### src/rtl/cla_nibble_serial_adder.sv
// Wide adder sequencer around an external combinational 4-bit CLA stage.
// It feeds one nibble pair per cycle, LSB nibble first, and chains the CLA carry back in.
module cla_nibble_serial_adder #(
   parameter int NIBBLES = 4,
   localparam int W = 4 * NIBBLES
) (
   input  logic         clk,
   input  logic         rst,
   input  logic         in_valid,
   output logic         in_ready,
   input  logic [W-1:0] a,
   input  logic [W-1:0] b,
   input  logic         cin,
   output logic         out_valid,
   input  logic         out_ready,
   output logic [W-1:0] sum,
   output logic         cout,
   output logic [3:0]   cla_a,
   output logic [3:0]   cla_b,
   output logic         cla_cin,
   input  logic [4:0]   cla_s
);

   localparam int IDXW = (NIBBLES > 1) ? $clog2(NIBBLES) : 1;
   localparam logic [IDXW-1:0] LAST_IDX = IDXW'(NIBBLES - 1);

   typedef enum logic [1:0] {S_IDLE, S_RUN, S_DONE} state_t;

   state_t                      state_q;
   logic [IDXW-1:0]             idx_q;
   logic                        carry_q;
   logic [NIBBLES-1:0][3:0]     a_q;
   logic [NIBBLES-1:0][3:0]     b_q;
   logic [NIBBLES-1:0][3:0]     sum_q;
   logic                        cout_q;
   logic                        in_ready_q;
   logic                        out_valid_q;

   always_ff @(posedge clk) begin
      if (rst) begin
         state_q     <= S_IDLE;
         idx_q       <= '0;
         carry_q     <= 1'b0;
         a_q         <= '0;
         b_q         <= '0;
         sum_q       <= '0;
         cout_q      <= 1'b0;
         in_ready_q  <= 1'b1;
         out_valid_q <= 1'b0;
      end else begin
         case (state_q)
            S_IDLE: begin
               if (in_valid) begin
                  a_q        <= a;
                  b_q        <= b;
                  carry_q    <= cin;
                  idx_q      <= '0;
                  sum_q      <= '0;
                  in_ready_q <= 1'b0;
                  state_q    <= S_RUN;
               end
            end
            S_RUN: begin
               // The CLA answers combinationally for the nibble selected by idx_q.
               sum_q[idx_q] <= cla_s[3:0];
               carry_q      <= cla_s[4];
               if (idx_q == LAST_IDX) begin
                  idx_q       <= '0;
                  cout_q      <= cla_s[4];
                  out_valid_q <= 1'b1;
                  state_q     <= S_DONE;
               end else begin
                  idx_q <= idx_q + IDXW'(1);
               end
            end
            S_DONE: begin
               if (out_ready) begin
                  out_valid_q <= 1'b0;
                  in_ready_q  <= 1'b1;
                  state_q     <= S_IDLE;
               end
            end
            default: begin
               state_q <= S_IDLE;
            end
         endcase
      end
   end

   always_comb begin
      cla_a   = 4'h0;
      cla_b   = 4'h0;
      cla_cin = 1'b0;
      if (state_q == S_RUN) begin
         cla_a   = a_q[idx_q];
         cla_b   = b_q[idx_q];
         cla_cin = carry_q;
      end
   end

   assign in_ready  = in_ready_q;
   assign out_valid = out_valid_q;
   assign sum       = sum_q;
   assign cout      = cout_q;

endmodule

### config.mk
export PLATFORM = sky130hd
export DESIGN_NAME = cla_nibble_serial_adder
export DESIGN_NICKNAME = d
export VERILOG_FILES = /design/src/rtl/cla_nibble_serial_adder.sv
export SDC_FILE = /design/constraint.sdc
export NUM_CORES = 1
export LEC_CHECK = 0
export CAP_MARGIN = 20
export CORE_MARGIN = 3
export CORE_UTILIZATION = 40
export DETAILED_ROUTE_END_ITERATION = 10
export PLACE_DENSITY = 0.82
export SKIP_CTS_REPAIR_TIMING = 1
export SYNTH_ARGS = -nofsm -noshare
export SYNTH_HDL_FRONTEND = slang
export SYNTH_SLANG_ARGS = --single-unit
### constraint.sdc
create_clock -name clk -period 1.6 [get_ports clk]
set_clock_uncertainty 0.05 [all_clocks]
set_input_delay 0.32 -clock clk [delete_from_list [all_inputs] [get_ports clk]]
set_output_delay 0.32 -clock clk [all_outputs]
set_load 0.01 [all_outputs]
Yosys cells after proc, flatten, opt, wreduce, memory -nomap -nowiden. Index checks and enable logic that the tools add are counted.

Logic and storage cells: 65. Output and inout port bits: 28. Bits in registers: 56.

Multiplexer cells: 27. Order comparisons: 2. Reduce and logical (&&, ||, !) cells: 11. Add/subtract/negate cells: 1. Equal/unequal tests: 6.

Operators with widths (count): $pmux W16 S2 (1); $mux W4 (5); $bmux W4 S2 (2); $bwmux W16 (1); $mux W16 (1); $mux W2 (5); $reduce_and A3 Y1 (3); $demux W4 S2 (1); $mux W1 (6); $ne A2 B2 Y1 const B (3); $pmux W1 S2 (3); $pmux W2 S3 (1); $reduce_and A2 Y1 (3); $reduce_bool A2 Y1 (3); $eq A2 B2 Y1 const B (2); $pmux W2 S2 (1); $lt A2 B3 Y1 const B (1); $add A2 B1 Y2 const B (1); $eq A2 B1 Y1 const B (1); $ge A2 B1 Y1 const B (1); $logic_not A2 Y1 (1); $logic_and A1 B1 Y1 (1).

Logic depth before layout (Yosys ltp). Gate-level depths: netlist (run 1).

Word-level depth: 6. Mapped depth: 6. Gate-level depth less buffers: 5.

Worst setup path before layout (run 1). OpenSTA, ideal clock, no wires.

Path kind: reg-to-output. Start point: register idx_q[0]. End point: output port cla_a[1]. Data required time: 1230 ps. Slack: -27 ps. Buffers on the path: 1. Stages on the path, launching flop included: 4. Arrival: 1257 ps. Cell sequence: dfxtp_1 buf_4 mux4_2 nor2b_1.

Word-level cells in the longest chain between the ends: 3.

Ends and longest elaborated chain: start: declaration (line 30) `logic [IDXW-1:0] idx_q;`; start signal: assignment (line 73) `idx_q <= idx_q + IDXW'(1);`; $bmux W4 S2 (line 95) `cla_a = a_q[idx_q];`; $mux W4 (not written as such) (line 95); $mux W4 (line 94) `if (state_q == S_RUN) begin`; end: declaration (line 18) `output logic [3:0] cla_a,`.

No other way between the ends. The select of a mux whose other input is x is not followed.

Worst setup path in the final report (run 1).
Start point: register idx_q[0]. End point: output port cla_b[3].

Word-level cells in the longest chain between the ends: 3.

Ends and longest elaborated chain: $bmux W4 S2 (line 96) `cla_b = b_q[idx_q];`; $mux W4 (not written as such) (line 96); $mux W4 (line 94); end: declaration (line 19) `output logic [3:0] cla_b,`.

No other way between the ends. The select of a mux whose other input is x is not followed.

==> results.md, run 1 <==
* Overflow after GRT at 0
* Crit share post-route at 122%
* IO Count at 70
* Worst path buffer plus inverter count at 2
* Worst setup path end: cla_b[3]
* Status: finished, violations left
* Critical path arrival at 1.58 ns
* Maximum capacitance violations at 0
* GRT Util Overall at 16.8%
* Setup slack after layout at -0.349 ns
* Pwr Total at 2.91 mW
* Violated checks: negative setup slack
* CP Cell Sequence: buf_8 -> mux4_2 -> nor2b_1 -> clkbuf_2
* Initial core utilization at 42.8%
* Vias in the first global route at 2128
* Fmax at 513 MHz
* CTS Buffer Depth at 2
* Core ar. at 5710 um2
* Final HPWL DP at 4120 um
* CP Depth at 4
* Syn Nets at 321
* Crit path kind: register to output port
* Top routing layer in use: met4
* Worst-path clk slew at 0.10 ns
* Top delay family on crit path: multiplexers
* CP required at 1.23 ns
* Die W at 84.1 um
* Post-synthesis sequential area ratio at 45.9%
* Commonest cells after routing, fill and taps aside: nand2_1, dfxtp_1, clkdlybuf4s50_1
* Hold Crit Class: register to register
* FF+latch count, synth at 56
* CTS tree: built
* Peak VDD IR at 500 uV
* Worst skew pair latency at 0.31 ns
* Root buf cell: clkbuf_8
* Slowest-stage cell, CP: mux4_2
* Max incr delay on CP at 0.48 ns
* Rel. slew slack at 80.9%
* Met3 wire length at 277 um
* DRC at 0
* Area growth from synthesis to layout at 43.6%
* Total wire length at 6050 um
* First-pass GRT wire length at 9740 um
* Yosys cell types at 29
* Met2 wire length at 3210 um
* DR WL/cell at 14.3 um
* Min Tclk post-route at 1.95 ns
* TritonCTS buffer count at 5
* Max Slew Vio Count at 0
* P_leak at 1.47 nW
* Fin util at 61.4%
* Clk sinks at 56
* Synth Cell Area at 2440 um2
* Most common cell after layout, fill and taps aside: nand2_1
* Share of cells above drive strength 1 at 17.4%
* Vert. Die Dim at 84.1 um
* WL met1 at 2480 um
* Syn_area_per_cell at 8.91 um2
* Pwr dens at 831 nW/um2
* Vias per std cell at 5.15
* Initial antenna violation count at 0
* Largest net degree at the start of global routing at 63
* R2R Path Start: idx_q[1]
* DRT Pass-1 Iters at 4
* Worst setup EP type: output port
* Reg2reg path depth at 6
* Least-Margin Pin Slew at 0.286 ns
* Final nets at 396
* Final hold slack at 0.412 ns
* Fin. Hold Viols at 0
* RR Endpoint: cout
* Fillers at 483
* Startpoint types: register
* Yosys warns at 0
* Setup crit start: idx_q[0]
* Final antenna-violating net count at 0
* Row cnt at 27
* Register-to-register setup slack at 0.10 ns
* Final setup viols at 8
* GPL Wtd Cong at 0.755
* Mapped Cells at 274
* DIE AREA at 7080 um2
* 1st-iter DRT viols at 145
* Crit Path Max Fanout at 5
* Detailed-route via count at 2175
* RSZ-0062 raised after global routing: true
* N_diodes at 0
* Port Buffer Count at 69
* H-tree depth at 2
[Yosys cell counts, drive strengths merged]
| cell type | number | share of area (%) |
|---|---|---|
| and3b | 1 | 0.36 |
| mux4 | 8 | 7.4 |
| dfxtp | 56 | 46 |
| nor2 | 4 | 0.61 |
| or3b | 1 | 0.36 |
| o21bai | 2 | 0.61 |
| a221oi | 1 | 0.36 |
| a2bb2oi | 1 | 0.36 |
| nand3b | 6 | 1.8 |
| mux2i | 5 | 2.1 |
| clkbuf | 6 | 0.92 |
| ha | 5 | 2.6 |
| nor2b | 8 | 2.1 |
| inv | 17 | 2.6 |
| or3 | 1 | 0.26 |
| o22ai | 1 | 0.26 |
| nand2b | 12 | 3.1 |
| nand2 | 69 | 11 |
| o32ai | 12 | 4.3 |
| buf | 14 | 3.7 |
| nor3b | 3 | 1.1 |
| a21oi | 38 | 7.9 |
| nand3 | 2 | 0.41 |
| a31oi | 1 | 0.26 |
[worst register-to-register path: stages, from the launching register on]
cell and delay [ns]:
dfxtp_2 0.37, buf_8 0.15, buf_6 0.12, ha_1 0.15
and3b_1 0.29, mux2i_1 0.21, nor2_1 0.05
[sequential cells by signal, summed over array words and instances (netlist names)]
signal,flops
a_q,16
b_q,16
sum,16
idx_q,2
state_q,2
carry_q,1
cout,1
in_ready,1
out_valid,1
[power by group]
| part | switching (mW) | total [mW] | internal [mW] |
|---|---|---|---|
| clock | 0.462 | 0.936 | 0.474 |
| sequential | 0.0339 | 1.49 | 1.46 |
| combinational | 0.218 | 0.487 | 0.269 |
| total | 0.714 | 2.91 | 2.20 |
[area by class of cell]
cell class / instances / area (um2) / share of cell area [%]
clock buffer: 6 / 72.6 / 2.07
clock inverter: 2 / 38.8 / 1.11
inverter: 17 / 63.8 / 1.82
multi-input combinational: 181 / 1220 / 34.7
sequential: 56 / 1130 / 32.1
tap: 72 / 90.1 / 2.57
timing repair buffer: 88 / 897 / 25.6
[stage by stage]
| stage | setup TNS, ns | cells | cell area (um2) | worst slack (ns) |
|---|---|---|---|---|
| final | -2.50 | 422 | 3500 | -0.349 |
| after global routing | -3.00 | 422 | 3500 | -0.405 |
| after CTS | -5.91 | 422 | 3400 | -0.748 |
| after detailed placement | -10.91 | 414 | 3290 | -0.398 |
| after global placement | -11.98 | 414 | 3290 | -0.378 |
| after floorplan | 0 | 274 | 2440 | 0.00361 |
[worst min path at each step]
stage,start,to,slack [ns],depth (start not counted)
2_1_floorplan,a_q[10],a_q[10],0.38,2
3_3_place_gp,b_q[9],b_q[9],0.39,2
3_5_place_dp,a_q[11],a_q[11],0.40,2
4_1_cts,a_q[14],a_q[14],0.41,2
5_1_grt,a_q[11],a_q[11],0.42,2
6_report,a_q[14],a_q[14],0.41,2
[routing by layer]
metal	global-route usage [%]	vias up
met1	20.2	1037
met2	29.6	54
met5	0	-
met4	4.68	0
li1	-	1076
met3	4.05	8
[kinds of logic (layout without fill, tap and decap cells)]
kind of cell | count (synthesis) | count (layout) | synth area share, %
AND/OR/NAND/NOR | 107 | 107 | 20.7
flip-flops | 56 | 56 | 45.9
multiplexers | 13 | 13 | 9.43
AO/OA/AOI/OAI | 56 | 56 | 14.1
buffers and inverters | 37 | 113 | 7.28
adder cells (fa/ha/maj) | 5 | 5 | 2.56
(Power assumes the default switching activity.)
==> run 2, diff against run 1 <==
- PLACE_DENSITY: 0.82 -> 0.79
- clock period: 1.6 -> 2.07 ns (I/O delays scaled with it)
==> results.md, run 2 (synthesis results as in run 1) <==
* Vert. Die Dim at 84.1 um (unchanged)
* Clock power share at 32.3% (was 32.1%)
* Sequential cell fraction of total power at 52.2% (was 51.2%)
* Vias per std cell at 4.97 (was 5.15)
* Reg2reg path depth at 5 (was 6)
* Hold endpoint: a_q[7] (was a_q[14])
* Least-Margin Pin Slew at 0.314 ns (was 0.286 ns)
* Initial antenna violation count at 0 (unchanged)
* Core ar. at 5710 um2 (unchanged)
* DRT Pass-1 Iters at 4 (unchanged)
* Status: complete, no violations (was finished, violations left)
* Total wire length at 5630 um (was 6050 um)
* Final antenna-violating net count at 0 (unchanged)
* Int Power at 1.68 mW (was 2.20 mW)
* R2R Path Start: state_q[1] (was idx_q[1])
* Pwr dens at 661 nW/um2 (was 831 nW/um2)
* Commonest cells after routing, fill and taps aside: nand2_1, clkdlybuf4s50_1, dfxtp_1 (was nand2_1, dfxtp_1, clkdlybuf4s50_1)
* Crit Path Max Fanout at 6 (was 5)
* Critical path arrival at 1.56 ns (was 1.58 ns)
* P_leak at 1.26 nW (was 1.47 nW)
* Fmax at 495 MHz
* Final HPWL DP at 4090 um (was 4120 um)
* Rel. slew slack at 79.0% (was 80.9%)
* CTS Buffer Depth at 2 (unchanged)
* Vias in the first global route at 2077 (was 2128)
* DR WL/cell at 13.6 um (was 14.3 um)
* Root buf cell: clkbuf_8 (unchanged)
* Area taken by multi-input logic gates at 1150 um2 (was 1220 um2)
* Reg area at 1130 um2 (unchanged)
* Crit share post-route at 97.6%
* Hold Crit Class: register to register (unchanged)
* Area growth from synthesis to layout at 36.8% (was 43.6%)
* DRC at 0 (unchanged)
* GPL Wtd Cong at 0.819 (was 0.755)
* 1st-iter DRT viols at 109 (was 145)
* RR Endpoint: b_q[13] (was cout)
* Die W at 84.1 um (unchanged)
* Most common cell after layout, fill and taps aside: nand2_1 (unchanged)
* Fin util at 58.5% (was 61.4%)
* Row cnt at 27 (unchanged)
* Worst skew pair latency at 0.30 ns (was 0.31 ns)
* N_diodes at 0 (unchanged)
* Port Buffer Count at 69 (unchanged)
* Min Tclk post-route at 2.02 ns
* H-tree depth at 2 (unchanged)
* Setup slack after layout at 0.0497 ns (was -0.349 ns)
* WHS Path Cells at 2 (unchanged)
* IO Count at 70 (unchanged)
* GRT Util Overall at 16.0% (was 16.8%)
* TritonCTS buffer count at 5 (unchanged)
* Startpoint types: register (unchanged)
* Final nets at 389 (was 396)
* Largest net degree at the start of global routing at 63 (unchanged)
* RSZ-0062 raised after global routing: true (unchanged)
* CTS tree: built (unchanged)
* Maximum capacitance violations at 0 (unchanged)
* Max Slew Vio Count at 0 (unchanged)
* Register-to-register setup slack at 0.54 ns (was 0.10 ns)
* Combinational cell fraction of total power at 15.5% (was 16.7%)
* Crit path kind: register to output port (unchanged)
* Clk sinks at 56 (unchanged)
* CP required at 1.61 ns (was 1.23 ns)
* Share of cells above drive strength 1 at 11.7% (was 17.4%)
* P_sw at 0.525 mW (was 0.714 mW)
* Detailed-route via count at 2062 (was 2175)
* Initial core utilization at 42.8% (unchanged)
* Pre-CTS WS at -0.0347 ns (was -0.398 ns)
* DIE AREA at 7080 um2 (unchanged)
* Hold path start: a_q[7] (was a_q[14])
* Final setup viols at 0 (was 8)
* Fin. Hold Viols at 0 (unchanged)
* Setup TNS Final at 0 ns (was -2.50 ns)
* Fillers at 527 (was 483)
* Worst setup EP type: output port (unchanged)
* Peak VDD IR at 338 uV (was 500 uV)
* Overflow after GRT at 0 (unchanged)
* First-pass GRT wire length at 9450 um (was 9740 um)
* Sw Ratio at 23.8% (was 24.5%)
* Worst-path clk slew at 0.10 ns (about the same)
## run 2: metrics by stage
step / instances / hold slack [ns] / cell area, um2 / total power [mW]
global placement: 407 / 0.390 / 3250 / 1.52
global route: 415 / 0.424 / 3340 / 2.30
floorplan: 274 / 0.383 / 2440 / 1.36
finish: 415 / 0.410 / 3340 / 2.21
CTS: 415 / 0.411 / 3360 / 2.23
detailed placement: 407 / 0.397 / 3250 / 1.53
## run 2: cell type report
cell class | count | share of cell area (%)
flip-flops and latches | 56 | 33.7
repair buffers | 81 | 23.9
well taps | 72 | 2.70
clock buffers | 6 | 2.17
inverters | 17 | 1.91
multi-input cells | 181 | 34.4
clock inverters | 2 | 1.16
## run 2: worst max-delay path by stage
stage | end | cells after the start | startpoint | slack (ns)
detailed placement | cla_b[3] | 4 | idx_q[0] | -0.03
global placement | cla_a[1] | 4 | idx_q[0] | -0.01
finish | cla_b[3] | 4 | idx_q[0] | 0.05
CTS | cla_b[3] | 4 | idx_q[0] | -0.39
floorplan | cla_a[1] | 3 | idx_q[0] | 0.35
global route | cla_a[2] | 4 | idx_q[0] | -0.03
## run 2: routing by layer
metal | global-route usage (%) | part of all wire (%) | up-vias
li1 | - | - | 1057
met1 | 19.9 | 45 | 951
met2 | 27.4 | 49 | 52
met3 | 3.36 | 5.2 | 2
met4 | 5.26 | 0.64 | 0
met5 | 0 | 0 | -
## run 2: power by group through the flow
stage,combinational [mW],clock (mW),sequential (mW)
detailed placement,0.348,0,1.18
CTS,0.349,0.725,1.15
global placement,0.344,0,1.17
floorplan,0.180,0,1.18
finish,0.343,0.712,1.15
global route,0.377,0.766,1.16
## run 2: critical path: stages, from the launching register on
cell and delay [ns]:
dfxtp_4 0.38, buf_12 0.13, mux4_2 0.48, nor2b_1 0.14, clkbuf_2 0.12
